$ cat config.mk
export PLATFORM = sky130hd
export DESIGN_NAME = hazard_scoreboard_unit_flat
export DESIGN_NICKNAME = d
export VERILOG_FILES = /design/src/rtl/arm_hazard_pkg.sv /design/src/rtl/hazard_scoreboard_unit_if.sv /design/src/rtl/hazard_sb_entry.sv /design/src/rtl/hazard_scoreboard_unit.sv /design/src/flat_wrapper.sv
export SDC_FILE = /design/constraint.sdc
export NUM_CORES = 1
export LEC_CHECK = 0
export CAP_MARGIN = 20
export CORE_MARGIN = 8
export CORE_UTILIZATION = 45
export DETAILED_ROUTE_END_ITERATION = 10
export PLACE_DENSITY = 0.77
export SYNTH_ARGS = -nofsm -noshare
export SYNTH_HDL_FRONTEND = slang
export SYNTH_HIERARCHICAL = 1
export SYNTH_SLANG_ARGS = --single-unit
$ cat constraint.sdc
create_clock -name clk -period 9.7 [get_ports clk]
set_clock_uncertainty 0.1 [all_clocks]
set_input_delay 1.94 -clock clk [delete_from_list [all_inputs] [get_ports clk]]
set_output_delay 1.94 -clock clk [all_outputs]
set_load 0.01 [all_outputs]
$ cat src/rtl/arm_hazard_pkg.sv
// Shared defaults and helpers for the register-scoreboard hazard detector.
package arm_hazard_pkg;

   localparam int unsigned DEF_REG_ADDR_W  = 4;
   localparam int unsigned DEF_NUM_SRC     = 3;
   localparam int unsigned DEF_CNT_W       = 3;
   localparam int unsigned DEF_WB_DIST     = 2;
   localparam int unsigned DEF_ALU_FWD_LAT = 0;
   localparam int unsigned DEF_LD_FWD_LAT  = 1;
   localparam int unsigned DEF_PERF_W      = 32;

   typedef logic [DEF_CNT_W-1:0] cnt_t;

   // Cycles until a consumer in ID may read the result of an instruction issued now.
   function automatic int unsigned issue_latency(input logic        with_fwd,
                                                 input logic        is_load,
                                                 input int unsigned wb_dist,
                                                 input int unsigned alu_lat,
                                                 input int unsigned ld_lat);
      if (!with_fwd) begin
         return wb_dist;
      end
      if (is_load) begin
         return ld_lat;
      end
      return alu_lat;
   endfunction

endpackage

$ cat src/rtl/hazard_scoreboard_unit_if.sv
// ID-stage side of the hazard scoreboard: instruction descriptor in, stall out.
interface hazard_scoreboard_unit_if
   import arm_hazard_pkg::*;
#(
   parameter int unsigned REG_ADDR_W = DEF_REG_ADDR_W,
   parameter int unsigned NUM_SRC    = DEF_NUM_SRC
);

   logic                           with_forwarding;
   logic                           id_valid;
   logic                           ignore_hazard;
   logic                           flush;
   logic [NUM_SRC*REG_ADDR_W-1:0]  src_addr;
   logic [NUM_SRC-1:0]             src_used;
   logic [REG_ADDR_W-1:0]          dest_addr;
   logic                           wb_en;
   logic                           mem_read_en;
   logic                           hazard_detected;
   logic [NUM_SRC-1:0]             src_hazard;

   // ID stage drives the descriptor and receives the stall.
   modport master (
      output with_forwarding, id_valid, ignore_hazard, flush, src_addr, src_used,
             dest_addr, wb_en, mem_read_en,
      input  hazard_detected, src_hazard
   );

   // Scoreboard consumes the descriptor and produces the stall.
   modport slave (
      input  with_forwarding, id_valid, ignore_hazard, flush, src_addr, src_used,
             dest_addr, wb_en, mem_read_en,
      output hazard_detected, src_hazard
   );

endinterface

$ cat src/rtl/hazard_sb_entry.sv
// One scoreboard entry: countdown of cycles until this register's value is consumable.
module hazard_sb_entry #(
   parameter int unsigned CNT_W = 3
) (
   input  logic             clk,
   input  logic             rst_n,
   input  logic             load,
   input  logic [CNT_W-1:0] load_val,
   output logic [CNT_W-1:0] cnt
);

   logic [CNT_W-1:0] cnt_q;

   // A new producer reloads (newest write wins); otherwise count down to zero and hold.
   always_ff @(posedge clk or negedge rst_n) begin
      if (!rst_n) begin
         cnt_q <= '0;
      end else if (load) begin
         cnt_q <= load_val;
      end else if (cnt_q != '0) begin
         cnt_q <= cnt_q - 1'b1;
      end
   end

   assign cnt = cnt_q;

endmodule

$ cat src/rtl/hazard_scoreboard_unit.sv
// Per-register countdown scoreboard that stalls the ID stage on RAW hazards.
module hazard_scoreboard_unit
   import arm_hazard_pkg::*;
#(
   parameter int unsigned REG_ADDR_W  = DEF_REG_ADDR_W,
   parameter int unsigned NUM_SRC     = DEF_NUM_SRC,
   parameter int unsigned CNT_W       = DEF_CNT_W,
   parameter int unsigned WB_DIST     = DEF_WB_DIST,
   parameter int unsigned ALU_FWD_LAT = DEF_ALU_FWD_LAT,
   parameter int unsigned LD_FWD_LAT  = DEF_LD_FWD_LAT,
   parameter int unsigned PERF_W      = DEF_PERF_W
) (
   input  logic                     clk,
   input  logic                     rst_n,
   hazard_scoreboard_unit_if.slave  id_bus,
   input  logic                     perf_clr,
   output logic [PERF_W-1:0]        stall_cycles
);

   localparam int unsigned NUM_REGS = 1 << REG_ADDR_W;

   logic [CNT_W-1:0]      cnt [NUM_REGS];
   logic [NUM_REGS-1:0]   load_vec;
   logic [REG_ADDR_W-1:0] src_a [NUM_SRC];
   logic [NUM_SRC-1:0]    src_hz;
   logic [CNT_W-1:0]      lat;
   logic                  hazard;
   logic                  issue;
   logic [PERF_W-1:0]     stall_q;

   // A source is blocked while its producer's counter is still running; counters are read
   // pre-issue, so an instruction never waits on its own destination.
   for (genvar i = 0; i < NUM_SRC; i++) begin : g_src
      assign src_a[i]  = id_bus.src_addr[i*REG_ADDR_W +: REG_ADDR_W];
      assign src_hz[i] = id_bus.id_valid & id_bus.src_used[i] & ~id_bus.ignore_hazard &
                         (cnt[src_a[i]] != '0);
   end

   // Flush squashes the ID instruction, so it neither stalls nor issues.
   assign hazard = (|src_hz) & ~id_bus.flush;
   assign issue  = id_bus.id_valid & ~hazard & ~id_bus.flush;

   // Latency is chosen by the mode at issue time; running counters are unaffected by mode changes.
   assign lat = CNT_W'(issue_latency(id_bus.with_forwarding, id_bus.mem_read_en,
                                     WB_DIST, ALU_FWD_LAT, LD_FWD_LAT));

   for (genvar r = 0; r < NUM_REGS; r++) begin : g_entry
      assign load_vec[r] = issue & id_bus.wb_en & (id_bus.dest_addr == REG_ADDR_W'(r));

      hazard_sb_entry #(
         .CNT_W (CNT_W)
      ) u_entry (
         .clk      (clk),
         .rst_n    (rst_n),
         .load     (load_vec[r]),
         .load_val (lat),
         .cnt      (cnt[r])
      );
   end

   // Saturating stall-cycle counter; a clear in the same cycle beats the increment.
   always_ff @(posedge clk or negedge rst_n) begin
      if (!rst_n) begin
         stall_q <= '0;
      end else if (perf_clr) begin
         stall_q <= '0;
      end else if (hazard && (stall_q != '1)) begin
         stall_q <= stall_q + 1'b1;
      end
   end

   assign id_bus.hazard_detected = hazard;
   assign id_bus.src_hazard      = src_hz;
   assign stall_cycles           = stall_q;

endmodule

$ cat src/flat_wrapper.sv
// flat-port wrapper written by rule: the top's interface ports become plain ports
module hazard_scoreboard_unit_flat import arm_hazard_pkg::*;
#(
   parameter int unsigned REG_ADDR_W  = DEF_REG_ADDR_W,
   parameter int unsigned NUM_SRC     = DEF_NUM_SRC,
   parameter int unsigned CNT_W       = DEF_CNT_W,
   parameter int unsigned WB_DIST     = DEF_WB_DIST,
   parameter int unsigned ALU_FWD_LAT = DEF_ALU_FWD_LAT,
   parameter int unsigned LD_FWD_LAT  = DEF_LD_FWD_LAT,
   parameter int unsigned PERF_W      = DEF_PERF_W
)
  (clk, rst_n, perf_clr, stall_cycles, id_bus_with_forwarding, id_bus_id_valid, id_bus_ignore_hazard, id_bus_flush, id_bus_src_addr, id_bus_src_used, id_bus_dest_addr, id_bus_wb_en, id_bus_mem_read_en, id_bus_hazard_detected, id_bus_src_hazard);
  hazard_scoreboard_unit_if #(.REG_ADDR_W(REG_ADDR_W), .NUM_SRC(NUM_SRC)) id_bus_i ();
  input  logic clk;
  input  logic rst_n;
  input  logic perf_clr;
  output logic [PERF_W-1:0] stall_cycles;
  input wire logic [$bits(id_bus_i.with_forwarding)-1:0] id_bus_with_forwarding;
  input wire logic [$bits(id_bus_i.id_valid)-1:0] id_bus_id_valid;
  input wire logic [$bits(id_bus_i.ignore_hazard)-1:0] id_bus_ignore_hazard;
  input wire logic [$bits(id_bus_i.flush)-1:0] id_bus_flush;
  input wire logic [$bits(id_bus_i.src_addr)-1:0] id_bus_src_addr;
  input wire logic [$bits(id_bus_i.src_used)-1:0] id_bus_src_used;
  input wire logic [$bits(id_bus_i.dest_addr)-1:0] id_bus_dest_addr;
  input wire logic [$bits(id_bus_i.wb_en)-1:0] id_bus_wb_en;
  input wire logic [$bits(id_bus_i.mem_read_en)-1:0] id_bus_mem_read_en;
  output wire logic [$bits(id_bus_i.hazard_detected)-1:0] id_bus_hazard_detected;
  output wire logic [$bits(id_bus_i.src_hazard)-1:0] id_bus_src_hazard;
  assign id_bus_i.with_forwarding = id_bus_with_forwarding;
  assign id_bus_i.id_valid = id_bus_id_valid;
  assign id_bus_i.ignore_hazard = id_bus_ignore_hazard;
  assign id_bus_i.flush = id_bus_flush;
  assign id_bus_i.src_addr = id_bus_src_addr;
  assign id_bus_i.src_used = id_bus_src_used;
  assign id_bus_i.dest_addr = id_bus_dest_addr;
  assign id_bus_i.wb_en = id_bus_wb_en;
  assign id_bus_i.mem_read_en = id_bus_mem_read_en;
  assign id_bus_hazard_detected = id_bus_i.hazard_detected;
  assign id_bus_src_hazard = id_bus_i.src_hazard;
  hazard_scoreboard_unit #(.REG_ADDR_W(REG_ADDR_W), .NUM_SRC(NUM_SRC), .CNT_W(CNT_W), .WB_DIST(WB_DIST), .ALU_FWD_LAT(ALU_FWD_LAT), .LD_FWD_LAT(LD_FWD_LAT), .PERF_W(PERF_W)) u_core (.clk(clk), .rst_n(rst_n), .id_bus(id_bus_i), .perf_clr(perf_clr), .stall_cycles(stall_cycles));
endmodule
After elaboration in Yosys (flattened, before gate mapping)
Index checks and enable logic that the tools add are counted.
Storage, ports and cells
  register bits: 80
  latch bits: 0
  RAM bits: 0
  memory bits (read-only): 0
  input bits: 28
  output and inout port bits: 36
  word-level logic and storage cells: 176
  memories: 0
Cells by class
  add/sub/neg operators: 17
  $mul: 0
  div/mod/pow operators: 0
  magnitude comparators: 3
  eq/ne operators: 16
  shift-type cells: 0
  muxes and demuxes: 49
  bitwise operators: 35
  reductions and logical operators: 39
Operator list (count)
  $mux W3: 40
  $mux W32: 2
  $reduce_bool A3 Y1: 19
  $sub A3 B1 Y3 const B: 16
  $bmux W3 S4: 3
  $reduce_bool A2 Y1: 17
  $add A32 B1 Y32 const B: 1
  $eq A4 B4 Y1 const B: 8
  $ne A32 B32 Y1 const B: 1
  $and A1 B1 Y1: 29
  $eq A4 B3 Y1 const B: 4
  $ge A5 B5 Y1 const B: 3
  $not A4 Y5: 3
  $eq A4 B2 Y1 const B: 2
  $eq A4 B1 Y1 const B: 1
  $logic_not A4 Y1: 1
  $mux W2: 2
  $not A1 Y1: 3
  $reduce_or A3 Y1: 1
  $mux W1: 2
  $logic_and A1 B1 Y1: 1

Longest topological paths before layout
Gate-level depths: netlist of run 1.
  depth after elaboration: 14
  depth in mapped cells: 13

Hierarchy
Netlist of run 1, hierarchy kept.
Modules (own cells, without submodules)
  hazard_sb_entry: times used 16, cells each 20, area an instance 196.4 um2, seq. area each 75.1 um2
  hazard_scoreboard_unit: times used 1, cells each 345, area an instance 2802.7 um2, seq. area each 800.8 um2

Least setup slack after synthesis of run 1
Ideal clock, no wire load.
  path kind: input to output
  start: input id_bus_src_addr[4]
  end: output id_bus_hazard_detected
  arrival time: 3.890 ns
  required time: 7.660 ns
  slack: 3.770 ns
  stages on the path: 10
  path through: buf_6 > inv_2 > mux4_2 > a32o_1 > a221oi_2 > a211oi_2 > buf_6 > buf_2 > buf_2 > nor2_1
Between the ends
  longest elaborated chain between the ends: 8
RTL lines
  start, declared: line flat_wrapper.sv:22  | input wire logic [$bits(id_bus_i.src_addr)-1:0] id_bus_src_addr;
  $not A4 Y5 (implied by the code): line hazard_scoreboard_unit.sv:36  | (cnt[src_a[i]] != '0);
  $bmux W3 S4: line hazard_scoreboard_unit.sv:36
  $mux W3 (implied by the code) (2 in a row): line hazard_scoreboard_unit.sv:36
  $reduce_bool A3 Y1: line hazard_scoreboard_unit.sv:36
  $and A1 B1 Y1: line hazard_scoreboard_unit.sv:35  | assign src_hz[i] = id_bus.id_valid & id_bus.src_used[i] & ~id_bus.ignore_hazard &
  net id_bus_src_hazard[1]: line flat_wrapper.sv:28  | output wire logic [$bits(id_bus_i.src_hazard)-1:0] id_bus_src_hazard;
  $reduce_or A3 Y1: line hazard_scoreboard_unit.sv:40  | assign hazard = (|src_hz) & ~id_bus.flush;
  $and A1 B1 Y1: line hazard_scoreboard_unit.sv:40
  end, declared: line flat_wrapper.sv:27  | output wire logic [$bits(id_bus_i.hazard_detected)-1:0] id_bus_hazard_detected;
The timed path passes the listed nets, and every way through them passes these cells. The select of a mux whose other input is x is not followed.

Final worst setup path of run 1
  start: input id_bus_src_addr[4]
  end: output id_bus_hazard_detected
Between the ends
  longest elaborated chain between the ends: 8
RTL lines (line)
  $not A4 Y5 (implied by the code): hazard_scoreboard_unit.sv:36
  $bmux W3 S4: hazard_scoreboard_unit.sv:36
  $mux W3 (implied by the code) (2 in a row): hazard_scoreboard_unit.sv:36
  $reduce_bool A3 Y1: hazard_scoreboard_unit.sv:36
  $and A1 B1 Y1: hazard_scoreboard_unit.sv:35
  $reduce_or A3 Y1: hazard_scoreboard_unit.sv:40
  $and A1 B1 Y1: hazard_scoreboard_unit.sv:40
No other way between the ends. The select of a mux whose other input is x is not followed.

==> run summary, run 1 <==
status: finished clean
Max transition margin: 41.6%
Synth Warn #: 6
first-pass GRT wire length: 26,500 um
Post-synth EDFFs: 0
area occupied by multi-input gates: 0.00359 mm2
Period minus WS final: 6.98 ns
total CTS buffers: 9
largest net degree at the start of global routing: 81
Hold-fix buffers, CTS: 0
Post-DP HPWL: 11,800 um
Least-Margin Pin Slew: 0.869 ns
All-Layer GR Usage: 19.4%
Layout Nets: 791
post-synthesis register bit count: 80
Final period util: 71.9%
fin util: 54.2%
Critical Path Start: id_bus_src_addr[4]
P_leak: 2.75 nW
worst skew pair latency: 0.35 ns
cell accounting for the most synthesized area: dfrtp_1
Synth Flop Type: dfrtp_1
antenna violation net count after detailed routing: 0
Slew Limit Fails: 0
total power: 1.57 mW
area delta synth->final: 19.4%
peak supply drop: 0.000111 V
Post-synth ARST share: 100%
row count: 42
unrepaired setup endpoints after global routing: false
Max Cap Viol: 0
ANT cells: 0
crit end category: output pin
register area share after synthesis: 33.7%
Die Area: 0.0171 mm2
Vias: 5,516
Residual DRC: 0
clock slew at the register clock pins of the worst setup and hold paths: 0.06 ns
Post-CTS Setup Bufs: 0
launch point of the worst hold path: u_core/stall_cycles[12]
routed length per instance: 17.6 um
CORE AREA: 0.0131 mm2
Hold Vio Cnt, Final: 0
storage element area: 0.00200 mm2
synthesized instance count: 665
filler cell count: 1,137
FMAX: 143 MHz
largest cells by area after synthesis: dfrtp_1, ha_1, nor2b_1
CTS tree: built
num ports: 64
critical path type: in2out
setup slack after layout: 2.72 ns
clock buffer depth: 2
Initial Util: 45.4%
Port Buf Inserts: 63
Power per Cell Area: 221 mW/mm2
top-count cell post-synth: dfrtp_1
post-cts sizing count: 0
grt ovf: 0
DR pass1 iterations: 5
die width: 131 um
synth cell count leaders: dfrtp_1, inv_1, nor2b_1
setup TNS: 0 ns
Post-Syn Area: 0.00595 mm2
antenna violations before repair: 1
average size of a mapped cell: 8.94 um2
DR iter-0 viols: 498
Max FO, Critical Path: 65
final wirelength: 16,100 um
H-tree depth: 3
CTS Sinks: 80
RR Startpoint: u_core/g_entry[2].u_entry/cnt[2]
pre-CTS WS: 2.74 ns
post-synth top area share: 33.7%
Hold WC Path Type: reg2reg
Arrival @ worst endpoint: 4.94 ns
vias in the first global route: 5,494
# setup viols final: 0
Startpoint Class: input port
clk root buf: clkbuf_16
Distinct cells, synth: 52
share of layout cells above drive strength 1: 5.17%
DR vias/cell: 6.05
die outline height: 131 um
routability cong.: 0.875
Req. time, crit path: 7.66 ns
-- final timing paths --
path	endpoint	slack, ns	depth (start not counted)
max in group asynchronous	u_core/g_entry[9].u_entry/cnt[2]	7.48	2
setup / recovery	id_bus_hazard_detected	2.72	8
min in group asynchronous	u_core/stall_cycles[14]	1.40	1
setup reg to reg	u_core/g_entry[9].u_entry/cnt[0]	5.57	10
hold reg to reg	u_core/stall_cycles[12]	0.46	2
hold / removal	u_core/stall_cycles[12]	0.46	2
-- routing by layer --
metal | up-vias | wire length, um | GRT usage (%)
met5 | - | 9 | 0
met4 | 2 | 411 | 9.66
met3 | 34 | 925 | 3.25
met2 | 159 | 8040 | 32.9
met1 | 2690 | 6690 | 23.2
li1 | 2631 | - | -
-- cells by family (layout without fill, tap and decap cells) --
family / count (synthesis) / count (layout) / share of synthesized area (%)
and+or+nand+nor: 298 / 298 / 32.5
buffers and inverters: 103 / 158 / 6.99
adders and majority gates: 33 / 33 / 6.94
other: 1 / 16 / 0.0631
DFF: 80 / 80 / 33.7
AOI/OAI and AO/OA: 139 / 139 / 16.8
muxes: 11 / 11 / 3.03
-- cell usage in the layout, fill, tap and decap left out, drive strengths merged, types with 8 or more instances in the layout --
cell            n
dfrtp          80
nor2b          54
nor4b          38
nor2           29
clkdlybuf4s50  62
a21oi          33
nand3          12
a311oi         19
clkbuf         10
inv            76
or4            20
nand2          15
or3b           16
a31oi          17
o21ai           8
o31ai          23
conb           16
a221oi         17
nand4          14
or3             8
nor3           12
nor4           14
ha             33
nand2b         38
and3            8
-- metrics by stage --
step	cells	hold slack, ns	cell area, um2
detailed placement	894	0.457	6750
floorplan	680	0.480	6000
CTS	910	0.466	7070
global placement	894	0.454	6750
finish	911	0.463	7100
global route	911	0.505	7100
-- critical path, stage by stage --
cell,delay (ns)
clkdlybuf4s50_1,0.68
mux4_2,0.54
a32o_1,0.29
a221oi_2,0.39
a211oi_4,0.05
buf_4,0.31
nor2_1,0.15
clkdlybuf4s50_1,0.55
-- state kept, by name, indices dropped and copies added (netlist names) --
name / count
u_core/g_entry.u_entry/cnt: 48
u_core/stall_cycles: 32
-- power breakdown --
| group | switching, mW | internal [mW] | total (mW) |
|---|---|---|---|
| Combinational | 0.291 | 0.304 | 0.595 |
| Sequential | 0.158 | 0.444 | 0.602 |
| Clock | 0.147 | 0.227 | 0.374 |
-- area by class of cell --
type                    instances  share of cell area (%)
well taps                     176                    3.10
multi-input cells             497                    50.6
clock buffers                  10                    3.23
flip-flops and latches         80                    28.2
inverters                      74                    3.91
repair buffers                 68                    9.66
clock inverters                 6                    1.27
No activity file was read; power rests on OpenSTA's default activity.
==> run 2: changes to the inputs <==
--- a/config.mk
+++ b/config.mk
@@ -9,7 +9,7 @@
 export CORE_MARGIN = 8
 export CORE_UTILIZATION = 45
 export DETAILED_ROUTE_END_ITERATION = 10
-export PLACE_DENSITY = 0.77
+export PLACE_DENSITY = 0.79
 export SYNTH_ARGS = -nofsm -noshare
 export SYNTH_HDL_FRONTEND = slang
 export SYNTH_HIERARCHICAL = 1
==> constraint.sdc (replaced) <==
create_clock -name clk -period 5.8 [get_ports clk]
set_clock_uncertainty 0.1 [all_clocks]
set_input_delay 1.16 -clock clk [delete_from_list [all_inputs] [get_ports clk]]
set_output_delay 1.16 -clock clk [all_outputs]
set_load 0.01 [all_outputs]
==> run summary, run 2 (synthesized netlist as in run 1, its figures left out) <==
largest net degree at the start of global routing: 81 (unchanged)
share of layout cells above drive strength 1: 5.18% (+0.0070 points)
Initial Util: 45.4% (unchanged)
Power per Cell Area: 365 mW/mm2 (+65%)
Final Cell Area: 0.00707 mm2 (-0.37%)
clock slew at the register clock pins of the worst setup and hold paths: 0.07 ns (about the same)
# setup viols final: 0 (unchanged)
CORE AREA: 0.0131 mm2 (unchanged)
Post-CTS Setup Bufs: 0 (unchanged)
crit end category: output pin
Buf/Inv on CP: 2 (-1)
grt ovf: 0 (unchanged)
total CTS buffers: 9 (unchanged)
CP delay by family, top: buffers and inverters
FMAX: 191 MHz
R2R depth: 10 (unchanged)
Placed Instance Area: 0.00675 mm2 (unchanged)
CTS tree: built
CTS Sinks: 80 (unchanged)
Vias: 5,623 (+1.9%)
Die Area: 0.0171 mm2 (unchanged)
die outline height: 131 um (unchanged)
H-tree depth: 3 (unchanged)
num ports: 64 (unchanged)
clk root buf: clkbuf_16
Req. time, crit path: 4.54 ns (-3.12 ns)
critical-path cell list: clkdlybuf4s50_1 > mux4_2 > a32o_1 > a221oi_2 > a211oi_4 > nor2_1 > clkdlybuf4s50_1
clock buffer depth: 2 (unchanged)
P_leak: 2.73 nW (-0.55%)
Final period util: 90.5%
All-Layer GR Usage: 19.7% (+0.30 points)
hold_ws: 0.473 ns (+0.0101 ns)
antenna violation net count after detailed routing: 0 (unchanged)
unrepaired setup endpoints after global routing: false
Startpoint Class: input port
Layout Nets: 791 (unchanged)
Port Buf Inserts: 63 (unchanged)
Hold Path Cell Cnt: 2 (unchanged)
Hold WC Path Type: reg2reg
status: finished clean
worst skew pair latency: 0.34 ns (about the same)
sw power: 1.00 mW (+68%)
clock share of power: 22.3% (-1.5 points)
launch point of the worst hold path: u_core/stall_cycles[12]
Max FO, Critical Path: 8 (-88%)
DR iter-0 viols: 409 (-18%)
DR pass1 iterations: 6 (+1)
RR Startpoint: u_core/g_entry[2].u_entry/cnt[0]
Sw Share: 38.8% (+0.78 points)
WHS Endpoint: u_core/stall_cycles[12]
ANT cells: 0 (unchanged)
Reg power frac: 39.1% (+0.8 points)
Period minus WS final: 5.25 ns
die width: 131 um (unchanged)
DR vias/cell: 6.18 (+2.1%)
critical path type: in2out
row count: 42 (unchanged)
final wirelength: 16,200 um (+0.97%)
leading cell type in the layout, fill and taps excluded: dfrtp_1
most frequent CP cell: clkdlybuf4s50_1
antenna violations before repair: 0 (-1)
most frequent cells in the layout: dfrtp_1, inv_1, clkdlybuf4s50_1
peak supply drop: 0.000228 V (+110%)
internal power: 1.58 mW (+62%)
Largest stage delay, worst path: 0.68 ns (about the same)
vias in the first global route: 5,539 (+0.82%)
Max transition margin: 47.2% (+5.5 points)
Hold Vio Cnt, Final: 0 (unchanged)
total power: 2.58 mW (+64%)
Slew Limit Fails: 0 (unchanged)
Residual DRC: 0 (unchanged)
setup TNS: 0 ns (unchanged)
routed length per instance: 17.8 um (+1.1%)
Arrival @ worst endpoint: 3.99 ns (-0.95 ns)
first-pass GRT wire length: 27,000 um (+1.9%)
routability cong.: 0.898 (+2.6%)
Post-DP HPWL: 11,700 um (-0.51%)
Max Cap Viol: 0 (unchanged)
max FFs per register: 48 (unchanged)
Least-Margin Pin Slew: 0.793 ns (-0.0764 ns)
R2R Path End: u_core/g_entry[1].u_entry/cnt[1]
post-cts sizing count: 0 (unchanged)
Hold-fix buffers, CTS: 0 (unchanged)
critical path's slowest cell: clkdlybuf4s50_1
area delta synth->final: 18.9%
r2r setup slk: 1.71 ns (-3.86 ns)
Comb power frac: 38.6% (+0.7 points)
[run 2: power groups by stage]
stage	Combinational, mW	Sequential (mW)	Clock, mW
CTS	0.992	1.00	0.586
global route	1.11	1.04	0.611
floorplan	0.766	0.921	0
detailed placement	0.986	1.01	0
global placement	0.895	0.984	0
finish	0.997	1.01	0.576
[run 2: metal layers]
metal	part of all wire (%)	GRT usage (%)
met3	5.7	3.21
met4	2.9	9.25
met1	42	24.4
met5	0	0
met2	49	32.8
[run 2: worst register-to-register path: stages (launching register included)]
cell,delay [ns]
dfrtp_1,0.42
nor3_1,0.49
a2111oi_0,0.19
a2111oi_0,0.50
a221oi_2,0.16
a211oi_4,0.23
buf_4,0.52
and3b_1,0.30
nor3b_1,0.64
inv_1,0.17
a311oi_1,0.28
[run 2: final cells by class]
type | instances | area, um2
fill | 1114 | 6010
multi-input combinational | 497 | 3590
sequential | 80 | 2000
timing repair buffer | 68 | 686
inverter | 74 | 278
clock buffer | 9 | 225
tap | 176 | 220
clock inverter | 6 | 67.6
[run 2: through the flow]
stage	cells	utilization [%]	setup WS, ns
floorplan	680	-	1.43
global placement	894	51.6	0.617
detailed placement	894	51.6	0.562
CTS	909	53.8	0.553
global route	910	54.0	0.455
finish	910	54.0	0.553
[run 2: worst max-delay path by stage]
stage / startpoint / cells after the start / slack, ns / endpoint
after floorplan: id_bus_src_addr[4] / 10 / 1.43 / id_bus_hazard_detected
after global placement: id_bus_src_addr[4] / 7 / 0.62 / id_bus_hazard_detected
after detailed placement: id_bus_src_addr[4] / 7 / 0.56 / id_bus_hazard_detected
after CTS: id_bus_src_addr[4] / 7 / 0.55 / id_bus_hazard_detected
after global routing: id_bus_src_addr[4] / 7 / 0.45 / id_bus_hazard_detected
final: id_bus_src_addr[4] / 7 / 0.55 / id_bus_hazard_detected
==> RTL edit 1 (config.mk and constraints of run 1) <==
The package constant `DEF_PERF_W` goes from 32 to 64.
--- a/src/rtl/arm_hazard_pkg.sv
+++ b/src/rtl/arm_hazard_pkg.sv
@@ -8,5 +8,5 @@
    localparam int unsigned DEF_ALU_FWD_LAT = 0;
    localparam int unsigned DEF_LD_FWD_LAT  = 1;
-   localparam int unsigned DEF_PERF_W      = 32;
+   localparam int unsigned DEF_PERF_W      = 64;
 
    typedef logic [DEF_CNT_W-1:0] cnt_t;
Interface: changed (resized stall_cycles); port bits go from 64 to 96. The function was not compared with the original's and may differ.
==> RTL edit 1 against run 1 <==
- sequential cell count up 32
- cell area up 32%
- critical endpoint unchanged
- wire length grew 32%
- total power rose by 10%
- die area is 29% higher
- area after synthesis grew 33%
- combinational power up 2%
- setup slack improved by 330 ps
- highest routed layer is now met4
==> RTL edit 1: results (changes against run 1) <==
| Metric | Value |
|---|---|
| Total routed wirelength | `21.1 mm (+32%)` |
| Status | `finished clean` |
| Global placer's final weighted congestion | `0.891 (+1.8%)` |
| Hold crit path type | `reg2reg` |
| Port bufs | `95 (+51%)` |
| Post-Synth Adder-Cell Area | `0.0521 (-0.0173)` |
| Largest net degree at the start of global routing | `110 (+36%)` |
| P_leak | `3.54 nW (+29%)` |
| DP Wirelength | `15.0 mm (+27%)` |
| Post-Synth XOR/XNOR Area | `0 (unchanged)` |
| MaxCap Viol Count | `0 (unchanged)` |
| First-pass GRT wire length | `34.9 mm (+32%)` |
| CP max stage cell | `clkdlybuf4s50_1` |
| Number of flip-flops in the largest register | `64 (+33%)` |
| Crit path max-delay family | `buffers and inverters` |
| Cts repair resizes | `0 (unchanged)` |
| Clock Tree Root | `clkbuf_16` |
| Pre-CTS setup slack | `3090 ps (+347 ps)` |
| Worst skew pair latency | `360 ps` |
| Setup bufs post-CTS | `0 (unchanged)` |
| Total CTS buffers | `9 (unchanged)` |
| Tot GR Track Use | `0.190 (-0.00411)` |
| Post-synth top area cell | `dfrtp_1` |
| Share of cells above drive strength 1 | `0.0521 (+0.000404)` |
| Vias in the first global route | `6974 (+27%)` |
| Final nets | `1054 (+33%)` |
| Synth async-reset ratio | `1.00 (unchanged)` |
| Top cells by count, synth | `112 x dfrtp_1, 75 x inv_1, 64 x nor2b_1` |
| Worst rel slew slack | `0.317 (-0.0996)` |
| Starting DRT DRC Count | `617 (+24%)` |
| Share of the yosys chip area belonging to registers | `0.354 (+0.0171)` |
| Area after DPL | `0.00904 sq mm (+34%)` |
| Post-synthesis compound-gate area fraction | `0.146 (-0.0220)` |
| Antenna violations before repair | `0 (-1)` |
| Detailed Routing Iterations Pass 1 | `5 (unchanged)` |
| Clock buffer depth | `2 (unchanged)` |
| H-tree depth | `3 (unchanged)` |
| Largest cells by area after synthesis | `dfrtp_1 35%, ha_1 5.2%, nor2b_1 5.1%` |
| Netlist cell types | `54 (+3.8%)` |
| Mux contribution to synthesized area | `0.0395 (+0.00918)` |
| Antenna Cells | `0 (unchanged)` |
| Ys Warns | `6 (unchanged)` |
| Final setup viols | `0 (unchanged)` |
| Worst vdd rail ir drop | `0.128 mV (+15%)` |
| Max incr delay on CP | `600 ps (-80 ps)` |
| Vias per cell | `6.12 (+1.1%)` |
| Worst-path clk slew | `80 ps (+20 ps)` |
| Crit-path max FO | `9 (-86%)` |
==> RTL edit 1: final timing paths <==
check,from,to,slack [ps],depth (start not counted)
worst max-delay path,id_bus_src_addr[5],id_bus_hazard_detected,3050,8
worst min-delay path,u_core/stall_cycles[22],u_core/stall_cycles[22],490,2
worst max register to register,u_core/g_entry[6].u_entry/cnt[0],u_core/g_entry[4].u_entry/cnt[0],4750,11
worst min register to register,u_core/stall_cycles[22],u_core/stall_cycles[22],490,2
max in group asynchronous,rst_n,u_core/g_entry[10].u_entry/cnt[1],6740,2
min in group asynchronous,rst_n,u_core/stall_cycles[42],1570,1
==> RTL edit 1: cells by family after synthesis <==
kind of cell	count (synthesis)
compound gates	170
buf+inv	117
simple gates	452
fa+ha+maj	33
other cells	1
mux	23
flops	112
==> RTL edit 1: metrics by stage <==
stage | util | instances
after floorplan | - | 923
after global placement | 0.525 | 1207
after detailed placement | 0.525 | 1207
after CTS | 0.544 | 1223
after global routing | 0.544 | 1223
final | 0.544 | 1223
==> RTL edit 1: report_power, final <==
| part | total (mW) | leakage (nW) | internal (mW) | switching (mW) |
|---|---|---|---|---|
| clock network | 0.423 | 0.164 | 0.232 | 0.190 |
| registers | 0.710 | 1.46 | 0.577 | 0.133 |
| logic | 0.604 | 1.92 | 0.298 | 0.305 |
==> RTL edit 1: metal layers <==
layer,GRT usage,part of all wire,vias to the layer above
met4,0.0423,0.012,0
met1,0.245,0.44,3645
li1,-,-,3568
met3,0.0431,0.070,22
met2,0.315,0.47,255
met5,0,0,-
==> RTL edit 1: cell type report <==
type / instances / area (sq um)
clock buffers: 9 / 225
clock inverters: 7 / 109
fillers: 1572 / 7860
inverters: 76 / 285
multi-input cells: 694 / 4690
flip-flops and latches: 112 / 2800
well taps: 225 / 282
repair buffers: 100 / 981
==> RTL edit 2 (settings of run 1) <==
Without the edit above. Make the reset (`rst_n`) synchronous in 2 clocked blocks.
--- a/src/rtl/hazard_sb_entry.sv
+++ b/src/rtl/hazard_sb_entry.sv
@@ -13,5 +13,5 @@
 
    // A new producer reloads (newest write wins); otherwise count down to zero and hold.
-   always_ff @(posedge clk or negedge rst_n) begin
+   always_ff @(posedge clk) begin
       if (!rst_n) begin
          cnt_q <= '0;
--- a/src/rtl/hazard_scoreboard_unit.sv
+++ b/src/rtl/hazard_scoreboard_unit.sv
@@ -60,5 +60,5 @@
 
    // Saturating stall-cycle counter; a clear in the same cycle beats the increment.
-   always_ff @(posedge clk or negedge rst_n) begin
+   always_ff @(posedge clk) begin
       if (!rst_n) begin
          stall_q <= '0;
Formal check against the unedited RTL: differs if rst_n is asserted again (counterexample within 4 cycles, from zero or initial values and one cycle with rst_n low); with rst_n held inactive, the same outputs for 4 cycles.
==> RTL edit 2 against run 1 <==
- combinational power grew 20%
- cell area decreased by 4.1%
- total power up 0.92%
- wire length shrank 4.4%
- critical path type unchanged
- via count decreased by 1.4%
- sequential cell count did not move
- setup slack worse by 710 ps
- first-iteration DRC count decreased by 11%
- hold slack worse by 70 ps
- critical endpoint unchanged
- utilization rose by 0.35 points
- area after synthesis decreased by 4.9%
- synthesized cell count increased by 0.45%
- non-clock buffer count fell by 3
==> RTL edit 2: results (changes against run 1) <==
| Metric | Value |
|---|---|
| Crit path max-delay family | `compound AO/OA/AOI/OAI gates` |
| Inverters | `60 (-19%)` |
| Detailed Routing Iterations Pass 1 | `4 (-1)` |
| Worst vdd rail ir drop | `0.163 mV (+47%)` |
| Top cells by count, synth | `80 x dfxtp_1, 60 x inv_1, 53 x nor2b_1` |
| Fillers | `1158 (+1.8%)` |
| P_leak | `2.42 nW (-12%)` |
| Global placer's final weighted congestion | `0.963 (+10%)` |
| Non-Clock Buffer Area Fraction | `0.0960 (-0.000624)` |
| Area Growth Syn to Fin | `20.3%` |
| Switching power of the nets | `615 uW (+3.1%)` |
| Vias per cell | `5.90 (-2.6%)` |
| Area after DPL | `0.00649 sq mm (-3.8%)` |
| Placed Cells | `905 (+1.2%)` |
| M3 GR Usage | `0.0520 (+0.0195)` |
| Post-Synth XOR/XNOR Area | `0.00155 (+0.00155)` |
| R2r startpoint | `u_core/g_entry[13].u_entry/cnt[0]` |
| First-pass GRT wire length | `25.3 mm (-4.6%)` |
| Worst EP arrival | `5650 ps (+710 ps)` |
| Via count | `5440 (-1.4%)` |
| Syn_area_per_cell | `8.47 sq um (-5.3%)` |
| Final nets | `806 (+1.9%)` |
| Status | `finished clean` |
| Antenna violations before repair | `0 (-1)` |
| Post-Synth Adder-Cell Area | `0.0730 (+0.00355)` |
| Routed length per instance | `16.7 microns (-5.5%)` |
| Tot GR Track Use | `0.188 (-0.00532)` |
| DP Wirelength | `11.4 mm (-3.5%)` |
| Crit path from | `id_bus_src_addr[8]` |
| Starting DRT DRC Count | `445 (-11%)` |
| Comb_multi_in | `529 (+6.4%)` |
| Largest net degree at the start of global routing | `44 (-46%)` |
| Metal2 WL | `7.51 mm (-6.5%)` |
| CP max stage cell | `o21ai_1` |
| Seq area share | `0.235 (-0.0467)` |
==> RTL edit 2: how the worst min path moves through the flow <==
stage | from | to | slack (ps) | cells past startpoint
after floorplan | u_core/stall_cycles[10] | u_core/stall_cycles[10] | 400 | 2
after global placement | u_core/stall_cycles[10] | u_core/stall_cycles[10] | 370 | 2
after detailed placement | u_core/stall_cycles[10] | u_core/stall_cycles[10] | 390 | 2
after CTS | u_core/stall_cycles[10] | u_core/stall_cycles[10] | 400 | 2
after global routing | u_core/stall_cycles[20] | u_core/stall_cycles[20] | 410 | 2
final | u_core/stall_cycles[10] | u_core/stall_cycles[10] | 390 | 2
==> RTL edit 2: power groups by stage <==
stage                     combinational (mW)  sequential (mW)  clock [mW]
after floorplan                        0.545            0.498           0
after global placement                 0.649            0.521           0
after detailed placement               0.696            0.528           0
after CTS                              0.704            0.522       0.358
after global routing                   0.792            0.540       0.369
final                                  0.712            0.525       0.349
